===== config.mk =====
export PLATFORM = sky130hd
export DESIGN_NAME = bin2_ascii_hex_tx
export DESIGN_NICKNAME = d
export VERILOG_FILES = /design/src/rtl/bin2_ascii_hex_tx.sv
export SDC_FILE = /design/constraint.sdc
export NUM_CORES = 1
export LEC_CHECK = 0
export ABC_AREA = 1
export CAP_MARGIN = 10
export CORE_ASPECT_RATIO = 1.25
export CORE_UTILIZATION = 30
export DETAILED_ROUTE_END_ITERATION = 7
export PLACE_DENSITY_LB_ADDON = 0.2
export SLEW_MARGIN = 20
export SYNTH_ARGS = -nofsm -noshare
export SYNTH_HDL_FRONTEND = slang
export SYNTH_SLANG_ARGS = --single-unit

===== constraint.sdc =====
create_clock -name clk -period 1.8 [get_ports clk]
set_clock_uncertainty 0.15 [all_clocks]
set_input_delay 0.27 -clock clk [delete_from_list [all_inputs] [get_ports clk]]
set_output_delay 0.27 -clock clk [all_outputs]
set_load 0.05 [all_outputs]

===== src/rtl/bin2_ascii_hex_tx.sv =====
// bin2_ascii_hex_tx
// Prints a binary word as ASCII hex characters, most-significant nibble
// first, one character per valid/ready transfer. An optional terminator
// character follows the last digit.
//
// Ports:
//   clk        in   rising-edge clock
//   rst_n      in   asynchronous active-low reset
//   in_data    in   word to print (NIBBLES*4 bits)
//   in_valid   in   in_data is valid
//   in_ready   out  block is idle and can accept a word
//   out_char   out  ASCII character (registered)
//   out_valid  out  out_char is valid (registered)
//   out_ready  in   downstream consumes out_char
//   busy       out  a word is being emitted
//   done       out  one-cycle pulse after the final character transfers
module bin2_ascii_hex_tx #(
  parameter int             NIBBLES   = 4,
  parameter bit             UPPER     = 1'b0,
  parameter bit             TERM_EN   = 1'b1,
  parameter logic [7:0]     TERM_CHAR = 8'h0d
) (
  input  logic                 clk,
  input  logic                 rst_n,
  input  logic [NIBBLES*4-1:0] in_data,
  input  logic                 in_valid,
  output logic                 in_ready,
  output logic [7:0]           out_char,
  output logic                 out_valid,
  input  logic                 out_ready,
  output logic                 busy,
  output logic                 done
);

  localparam int W  = NIBBLES * 4;
  localparam int CW = (NIBBLES > 1) ? $clog2(NIBBLES) : 1;

  typedef enum logic [1:0] {
    IDLE  = 2'd0,
    DIGIT = 2'd1,
    TERM  = 2'd2
  } state_t;

  state_t          r_state, w_state_nxt;
  logic [W-1:0]    r_shift, w_shift_nxt;
  logic [CW-1:0]   r_cnt,   w_cnt_nxt;
  logic [7:0]      r_char,  w_char_nxt;
  logic            r_valid, w_valid_nxt;
  logic            r_done,  w_done_nxt;
  logic [W-1:0]    w_shift_left;
  logic            w_xfer;

  // Nibble to ASCII hex digit; case of a-f selected by UPPER.
  function automatic logic [7:0] enc(input logic [3:0] n);
    logic [7:0] base;
    if (n <= 4'd9) begin
      enc = 8'h30 + {4'h0, n};
    end else begin
      base = UPPER ? 8'h41 : 8'h61;
      enc  = base + {4'h0, n} - 8'h0a;
    end
  endfunction

  assign w_shift_left = r_shift << 4;
  assign w_xfer       = r_valid & out_ready;

  // Next-state and next-output logic for the emit FSM.
  always_comb begin
    w_state_nxt = r_state;
    w_shift_nxt = r_shift;
    w_cnt_nxt   = r_cnt;
    w_char_nxt  = r_char;
    w_valid_nxt = r_valid;
    w_done_nxt  = 1'b0;
    case (r_state)
      IDLE: begin
        if (in_valid) begin
          w_shift_nxt = in_data;
          w_cnt_nxt   = CW'(NIBBLES - 1);
          w_char_nxt  = enc(in_data[W-1 -: 4]);
          w_valid_nxt = 1'b1;
          w_state_nxt = DIGIT;
        end else begin
          w_state_nxt = IDLE;
        end
      end
      DIGIT: begin
        if (w_xfer) begin
          if (r_cnt != '0) begin
            // Next digit comes from the top nibble after the shift.
            w_shift_nxt = w_shift_left;
            w_cnt_nxt   = r_cnt - CW'(1);
            w_char_nxt  = enc(w_shift_left[W-1 -: 4]);
          end else if (TERM_EN) begin
            w_char_nxt  = TERM_CHAR;
            w_state_nxt = TERM;
          end else begin
            w_valid_nxt = 1'b0;
            w_done_nxt  = 1'b1;
            w_state_nxt = IDLE;
          end
        end else begin
          w_state_nxt = DIGIT;
        end
      end
      TERM: begin
        if (w_xfer) begin
          w_valid_nxt = 1'b0;
          w_done_nxt  = 1'b1;
          w_state_nxt = IDLE;
        end else begin
          w_state_nxt = TERM;
        end
      end
      default: begin
        w_state_nxt = IDLE;
        w_valid_nxt = 1'b0;
      end
    endcase
  end

  // State and output registers; reset clears a partial word without done.
  always_ff @(posedge clk or negedge rst_n) begin
    if (!rst_n) begin
      r_state <= IDLE;
      r_shift <= '0;
      r_cnt   <= '0;
      r_char  <= 8'h00;
      r_valid <= 1'b0;
      r_done  <= 1'b0;
    end else begin
      r_state <= w_state_nxt;
      r_shift <= w_shift_nxt;
      r_cnt   <= w_cnt_nxt;
      r_char  <= w_char_nxt;
      r_valid <= w_valid_nxt;
      r_done  <= w_done_nxt;
    end
  end

  assign in_ready  = (r_state == IDLE);
  assign busy      = (r_state != IDLE);
  assign out_char  = r_char;
  assign out_valid = r_valid;
  assign done      = r_done;

endmodule


======== Word-level counts from Yosys, hierarchy flattened ========
Index checks and enable logic that the tools add are counted.
cells by class
  add/subtract/negate cells ............... 7
  magnitude comparators ................... 2
  eq/ne operators ......................... 7
  mux-type cells .......................... 24
  bitwise logic cells ..................... 2
  reduce and logical (&&, ||, !) cells .... 7
operator list
  kind                   number
  $mux W8                5
  $mux W12               3
  $pmux W12 S2           1
  $add A7 B4 Y8 const A  2
  $pmux W8 S2            1
  $sub A8 B4 Y8 const B  2
  $add A6 B4 Y7 const A  2
  $mux W2                6
  $le A4 B4 Y1 const B   2
  $ne A2 B2 Y1 const B   4
  $pmux W2 S3            1
  $reduce_and A3 Y1      2
  $reduce_bool A2 Y1     3
  $mux W1                5
  $pmux W2 S2            1
  $reduce_and A4 Y1      1
  $ne A3 B3 Y1 const B   1
  $pmux W1 S3            1
  $eq A2 B1 Y1 const B   1
  $eq A2 B2 Y1 const B   1
  $logic_not A2 Y1       1
  $sub A2 B1 Y2 const B  1
  $and A1 B1 Y1          1
  $not A1 Y1             1
storage, ports and cells
  register bits after elaboration ......... 26
  bits of input ports ..................... 20
  word-level logic and storage cells ...... 55

======== Depth between registers and ports, before layout ========
Gate-level depths: netlist of the first run.
  depth after elaboration ................. 6
  gate-level depth with buffers ........... 10
  depth with buffers taken out ............ 10

======== Worst setup path after synthesis of the first run ========
OpenSTA, ideal clock, no wires.
  path type ............................... register to register
  start point ............................. register r_state[0]
  end point ............................... register r_valid (netlist: out_valid)
  data arrival time ....................... 2.046 ns
  data required time ...................... 1.578 ns
  path slack .............................. -0.468 ns
  cell stages (with the launch flop) ...... 6
  clock period less this slack ............ 2.268 ns
  cell sequence ........................... dfrtp_1 -> nor2_1 -> inv_1 -> o211ai_1 -> nand2_1 -> nand2_1
between the ends
  longest elaborated chain between the ends .. 3
RTL lines
  item                                RTL line  source
  from (decl)                         44        state_t r_state, w_state_nxt;
  from (signal assigned)              132       r_state <= w_state_nxt;
  $logic_not A2 Y1 *                  --
  named net in_ready                  27        output logic in_ready,
  $ne A2 B2 Y1 (no source line)       --
  $reduce_and A3 Y1 (no source line)  --
  to (signal assigned)                136       r_valid <= w_valid_nxt;
  to (decl)                           48        logic r_valid, w_valid_nxt;
Mark *: on every way through the listed nets, which the timed path passes. The rest lies on a longest branch.
A chain may end at the register's enable or synchronous reset.

======== Worst setup path in the final report of the first run ========
  start point ............................. input port in_data[12]
  end point ............................... register r_char[0] (netlist: out_char[0])
between the ends
  longest elaborated chain between the ends .. 5
RTL lines
  item                  RTL line  source
  from (decl)           25        input logic [NIBBLES*4-1:0] in_data,
  $add A7 B4 Y8         60        enc = base + {4'h0, n} - 8'h0a;
  $sub A8 B4 Y8         60
  $mux W8 *             56        if (n <= 4'd9) begin
  $mux W8 *             77        if (in_valid) begin
  $pmux W8 S2 *         75        case (r_state)
  to (signal assigned)  135       r_char <= w_char_nxt;
  to (decl)             47        logic [7:0] r_char, w_char_nxt;
Every way passes the cells marked *; elsewhere a longest branch is shown, timed or not. The select of a mux whose other input is x is not followed.

==> run summary, run 1 <==
For the starting utilization of the core area, the log shows 0.318. The proportion of netlist area held by the largest area contributor works out to 0.442. TritonCTS built the clock tree.

The simple-gate area share of the yosys netlist was 0.231. The most common cell in the synthesized netlist is sky130_fd_sc_hd__nand2_1. The data required time of the critical path was 1830 ps; the worst setup slack after layout was 149 ps. The final sum of negative setup slack is 0 ps. Setup repair after global routing could not meet its margin everywhere. The critical-path maximum fanout was 5; the max-slew violation total from the final report was 0. The total area inside the core boundary comes to 4460 µm². The flow ran to the end, and the final reports show no timing, DRC or antenna violations. Synthesis inferred 25 register bits. Mux cell area share after synthesis: 0.

TritonCTS created 3 clock buffers. The run gives 0.218 as the met2 track demand over resource. Using the TritonRoute via totals, the vias-per-cell ratio works out to 4.50. The synthesized instance count came out at 170. Met1 demand-to-capacity share in global routing: 0.166.

The via count of the first global-routing pass is 1194, and the clock edge transition at the registers on the reported setup and hold paths is 90 ps. The first detailed-routing pass took 4 iterations. Compound-gate portion of the synthesized area: 0.179.

The netlist uses 27 different library cells. The peak-usage layer in the global routing report was met2. The final global-route overflow total was 0; the number of enable flip-flop cells after synthesis was 0. The total track usage is 0.132, and the worst vdd rail ir drop is 0.278 mV. Counting every net in the synthesized netlist gives 195. Tracing the worst setup path back leads to its startpoint at in_data[12]. The dominant combinational cell family by area after synthesis was simple AND/OR/NAND/NOR gates. Period utilization: 0.917. The count of unresolved DRC violations after routing is 0. For the worst setup path, the data arrival time is 1680 ps.

The post-synthesis async set-or-reset flop share is 1.00. STA classifies the critical path startpoint as an input port. The tools report the initial antenna violation count as 0. The run gives 1420 µm² as the cell area after synthesis. Wires add up to 2.87 mm. The number of setup violations in the final report is 0, and the time the final worst path needs with I/O delays and setup is 1650 ps.

Counting along the longest clock path gives a buffer depth of 2. Number of ports placed on the die boundary: 32. By count the netlist is led by sky130_fd_sc_hd__nand2_1, sky130_fd_sc_hd__dfrtp_1, sky130_fd_sc_hd__inv_1.

For this run, the number of Yosys warnings is 0. The CTS H-tree depth came out at 1. The largest area contributor in the synthesized netlist is sky130_fd_sc_hd__dfrtp_1. The port buffer count was 30; the placed wire-length estimate after detailed placement was 2.13 mm.

STA classifies the critical path endpoint as a register. Measured along the x axis, the die boundary spans 63.5 µm. The repair_antennas step left the layout with diodes totalling 0.

The tools report the clock latency at the later pin of the worst-skew pair as 270 ps. The post-synthesis share of cell area spent on xor and xnor gates is 0, and the number of hold violations in the final report is 0. Compared with the post-synthesis result, the final layout area differs by 33.7%.

The tools report the number of core rows as 27. After the last flow step, the layout net total stands at 233. Maximum number of pins on one net before global-route repair: 26. In this run the power density over the cells is 527 nW/µm². The average size of a mapped cell was 8.33 µm². The analysis attributes to cell leakage a power of 0.868 nW. The die covers 5000 µm². The initial DRC count is 65. The startpoint identified for the worst register-to-register timing path is r_shift[8]. The fraction of final layout cells sized beyond drive strength 1 works out to 0.222. The tree is rooted in a sky130_fd_sc_hd__clkbuf_8. The first global-routing pass estimated 5.16 mm of wire.

The residual antenna-violating net count after detailed routing was 0. The kind of path behind the tightest hold check was in2async. The run gives 606 MHz as the timing-limited maximum frequency. The tools report the global-route met3 utilization as 0.0230. Prior to clock tree synthesis, the placed netlist has a worst setup slack of -259 ps. Critical path start-end classification: in2reg. The die extent in y works out to 78.8 µm. The fraction of the mapped netlist area in adder cells was 0.0442.

Sorting the synthesized cells by area gives the leading types as sky130_fd_sc_hd__dfrtp_1, sky130_fd_sc_hd__nand2_1, sky130_fd_sc_hd__inv_1. The tool flagged a number of max-cap violations equal to 0. The congestion estimate from routability-driven global placement came to 0.772. For this run, the leading register cell type out of synthesis is sky130_fd_sc_hd__dfrtp_1. For the number of clock sinks seen by CTS, the log shows 25.

The routed layout has 1192 vias. The sequential share of the synthesized area came out at 0.442. Average detailed-routed wire length per instance: 10.8 µm.
kinds of logic (layout without fill, tap and decap cells):
logic type,after synthesis,after routing
buf+inv,31,68
flops,25,25
fa+ha+maj,5,5
compound gates,35,35
simple gates,73,73
other cells,1,1
worst max-delay path: stages:
cell and delay (ps):
sky130_fd_sc_hd__clkdlybuf4s50_1 500, sky130_fd_sc_hd__inv_1 70, sky130_fd_sc_hd__ha_1 210, sky130_fd_sc_hd__o21bai_2 200
sky130_fd_sc_hd__nand2_1 120, sky130_fd_sc_hd__nand2_1 70, sky130_fd_sc_hd__nand2_1 40, sky130_fd_sc_hd__nand2_1 50
sky130_fd_sc_hd__nand2_1 50, sky130_fd_sc_hd__nand2_1 50, sky130_fd_sc_hd__nand2_1 40
metrics by stage:
step	total power, mW	util	instance area (µm²)	hold WS (ps)	cells
2_1_floorplan	0.592	-	1420	-176	170
3_3_place_gp	0.658	0.410	1830	326	260
3_5_place_dp	0.657	0.410	1830	326	260
4_1_cts	1.01	0.421	1880	209	264
5_1_grt	1.05	0.425	1890	225	265
6_report	0.999	0.425	1890	197	265
repair_timing:
item	in CTS	in global routing
endpoints found under the setup margin	0	5
buffers inserted	0	1
hold buffers	0	0
endpoints found under the hold margin	0	0
resized for setup	0	2
path summary, 6_finish.rpt:
| path | endpoint | slack [ps] | cells past startpoint |
|---|---|---|---|
| setup / recovery | out_char[0] | 150 | 11 |
| hold / removal | r_shift[0] | 200 | 2 |
| setup reg to reg | out_char[1] | 190 | 8 |
| hold reg to reg | out_char[3] | 350 | 2 |
| max in group asynchronous | r_shift[7] | 1050 | 2 |
| min in group clk | out_char[3] | 350 | 2 |
final cells by class:
| type | instances | area [µm²] |
|---|---|---|
| fill | 485 | 2560 |
| multi-input combinational | 114 | 663 |
| sequential | 25 | 626 |
| timing repair buffer | 39 | 390 |
| inverter | 25 | 93.8 |
| tap | 58 | 72.6 |
| clock buffer | 3 | 41.3 |
| clock inverter | 1 | 7.51 |
power breakdown:
part,switching [mW],total (mW),internal [mW]
logic,0.0359,0.0844,0.0484
clock network,0.196,0.353,0.157
registers,0,0.561,0.561
total,0.232,0.999,0.767
per-layer routing:
| layer | wire [µm] | part of all wire |
|---|---|---|
| met1 | 1370 | 0.48 |
| met2 | 1350 | 0.47 |
| met5 | 0 | 0 |
| met3 | 95 | 0.033 |
| met4 | 55 | 0.019 |
cell usage in the layout, fill, tap and decap left out, drive strengths merged:
cell | synthesis | layout
dfrtp | 25 | 25
nand4 | 2 | 2
conb | 1 | 1
o21ai | 19 | 19
nand2 | 43 | 43
nor2 | 9 | 9
o22ai | 1 | 1
inv | 25 | 25
clkinvlp | 0 | 1
clkdlybuf4s50 | 0 | 19
nor3 | 3 | 3
a21boi | 1 | 1
nand3 | 16 | 16
a31oi | 2 | 2
clkbuf | 0 | 3
o211ai | 8 | 8
buf | 6 | 20
o21bai | 1 | 1
a21oi | 3 | 3
ha | 5 | 5
state kept, by name (all words and copies together) (netlist names):
register and flops:
r_shift 12, out_valid 1, done 1, r_state 2, out_char 7, r_cnt 2
Note: power is estimated with default switching activity, not from simulation.
==> inputs of run 2 (changes only) <==
--- a/config.mk
+++ b/config.mk
@@ -11,6 +11,7 @@
 export CORE_UTILIZATION = 30
 export DETAILED_ROUTE_END_ITERATION = 7
 export PLACE_DENSITY_LB_ADDON = 0.2
+export REMOVE_ABC_BUFFERS = 1
 export SLEW_MARGIN = 20
 export SYNTH_ARGS = -nofsm -noshare
 export SYNTH_HDL_FRONTEND = slang
==> run 2 against run 1 <==
Combinational power up 0.8%. Setup slack worse by 36 ps. Clock power down 4%. Non-clock buffer count up 2. Global-route usage down 0.64 points. First-iteration DRC count down 49%. Final cell count up 0.75%. Count of clock-buffer cells in the layout up 1. Power down 1.3%. Highest routed layer unchanged.
==> run summary, run 2 (same netlist as run 1, synthesis figures left out) <==
The run gives 2.82 mm (-2.0%) as the total length of routed wires. The chip width is 63.5 µm (unchanged), and the clock edge transition at the registers on the reported setup and hold paths is 90 ps (about the same). The final design instance area without fill was 1870 µm² (-1.4%).

The number of core rows is 27 (unchanged). The logs give 25 (unchanged) for the number of clock sinks seen by CTS and 267 (+0.75%) for the number of cells in the finished layout apart from fillers. For this design, the slowest cell found on the critical path is sky130_fd_sc_hd__dfrtp_1.

The placed wire-length estimate after detailed placement was 2.08 mm (-2.2%). The number of buffers between clock root and the deepest sink was 2 (unchanged). The area added between synthesis and finish came out at 31.9%. The number of ports placed on the die boundary is 32 (unchanged). Die extent in y: 78.8 µm (unchanged). The maximum number of pins on one net before global-route repair came out at 26 (unchanged).

The logs give 0 (unchanged) for the number of hold violations in the final report and 3 (unchanged) for the TritonCTS buffer count. The total placed instance area came out at 1820 µm² (-0.55%). Leaving out fill and tap cells, the most frequent cells in the layout are sky130_fd_sc_hd__nand2_1, sky130_fd_sc_hd__dfrtp_1, sky130_fd_sc_hd__inv_1.

The average detailed-routed wire length per instance is 10.5 µm (-2.7%), and the total track usage is 0.126 (-0.00640). Initial antenna violation count: 0 (unchanged). The number of maximum-capacitance violations was 0 (unchanged); the initial DRC count was 33 (-49%).

The kind of end point of the critical path is a primary output. Among the stages of the critical path, the cell type that occurs most often is sky130_fd_sc_hd__buf_4. The CTS H-tree depth was 1 (unchanged); the mean number of vias per cell was 4.50 (about the same). The number of iterations in the first detailed-routing pass came out at 4 (unchanged). The startpoint kind of the worst setup timing path was a register. Port buffer count: 30 (unchanged). The register with the highest flop count was r_shift.

The number of setup violations in the final report was 0 (unchanged). The number of flip-flops under the largest register name is 12 (unchanged). TritonCTS built the clock tree. The wire length of the first global-routing pass was 5.06 mm (-1.9%); the max-slew violation total from the final report was 0 (unchanged). The residual antenna-violating net count after detailed routing is 0 (unchanged), and the period utilization is 0.937 (+0.0202). The signal on the critical path passes through nor2_1, buf_4, inv_1, buf_4. The total power per unit cell area is 527 nW/µm² (about the same). The tools report the worst flop-to-flop path startpoint as r_cnt[0]. The run gives 263 (+1.2%) as the instance count after placement with tap cells included.

Setup repair after global routing left no endpoint under its margin. The delay of the slowest cell on the worst path is 420 ps (-80 ps), and the quantity of hold-fixing buffers added after cts is 0 (unchanged). Leaving out fill and tap cells, the most frequent cell in the layout is sky130_fd_sc_hd__nand2_1. The logs give 0.880 nW (+1.4%) for the static leakage and 0.318 (unchanged) for the starting utilization of the core area. Fraction of final layout cells sized beyond drive strength 1: 0.211 (-0.0117).

In this run the worst hold path is classified as in2async. The logs give 260 ps (about the same) for the clock latency at the later pin of the worst-skew pair and 1270 ps (-410 ps) for the worst path arrival time. The count of unresolved DRC violations after routing is 0 (unchanged). Worst hold slack: 215 ps (+18.5 ps). The data required time of the critical path came out at 1380 ps (-450 ps).

The run gives 0 (unchanged) as the number of antenna repair diodes. The time the final worst path needs with I/O delays and setup was 1690 ps (+36.4 ps). The placeable core area was 4460 µm² (unchanged); the number of nets in the final layout was 235 (+0.86%). The run gives 5000 µm² (unchanged) as the area of the die. The most critical setup path has its startpoint at r_state[0]. The via count of the first global-routing pass was 1134 (-5.0%). The critical path start-end classification is reg2out.

The critical-path maximum fanout is 4 (-1), and the routability congestion estimate from global placement is 0.791 (+2.4%). The tools report the root buffer cell as sky130_fd_sc_hd__clkbuf_8. The logs give 1202 (+0.84%) for the number of vias after detailed routing and 0 (unchanged) for the final global-route overflow total. The timing-limited maximum frequency was 593 MHz (-2.2%); the worst vdd rail ir drop was 0.261 mV (-6.1%). The run finished with clean final reports.
==> run 2: routing by layer <==
layer | wire length (µm) | vias to the layer above | global-route usage
met3 | 95 | 2 | 0.0172
met2 | 1360 | 29 | 0.209
met1 | 1340 | 542 | 0.169
met5 | 0 | - | 0
li1 | - | 629 | -
met4 | 19 | 0 | 0.0364
==> run 2: path summary, 6_finish.rpt <==
path                       cells after the start  slack, ps          end
setup / recovery                               4        110         busy
hold / removal                                 2        220         done
setup reg to reg                               8        180   r_shift[6]
hold reg to reg                                2        350  out_char[2]
max in group asynchronous                      2       1030   r_shift[8]
min in group clk                               2        350  out_char[2]
==> run 2: cell type report <==
class | instances | area [µm²]
fill | 484 | 2590
clock buffer | 4 | 45.0
timing repair buffer | 41 | 383
tap | 58 | 72.6
sequential | 25 | 626
multi-input combinational | 114 | 648
inverter | 25 | 93.8
==> run 2: critical path, delay by kind of cell, from the launching register on <==
family        cells  cell delay, ps
flops             1             420
simple gates      1             190
buf+inv           3             390
==> run 2: power breakdown <==
| group | internal, mW | switching [mW] | total (mW) |
|---|---|---|---|
| sequential | 0.561 | 0 | 0.561 |
| clock | 0.158 | 0.181 | 0.339 |
| combinational | 0.0491 | 0.0360 | 0.0851 |
| total | 0.768 | 0.217 | 0.985 |
==> run 2: what timing repair did <==
| item | 4_1_cts | 5_1_grt |
|---|---|---|
| gates resized for setup | 0 | 1 |
| setup buffers | 0 | 0 |
| setup endpoints to repair | 0 | 2 |
==> run 2: per-stage QoR <==
step | utilization | power (mW) | setup TNS [ps] | worst slack, ps
floorplan | - | 0.590 | -5790 | -468
global placement | 0.408 | 0.659 | -365 | -95.5
detailed placement | 0.408 | 0.659 | -559 | -133
CTS | 0.418 | 0.995 | 0 | 111
global route | 0.419 | 1.02 | 0 | 7.99
finish | 0.419 | 0.985 | 0 | 113
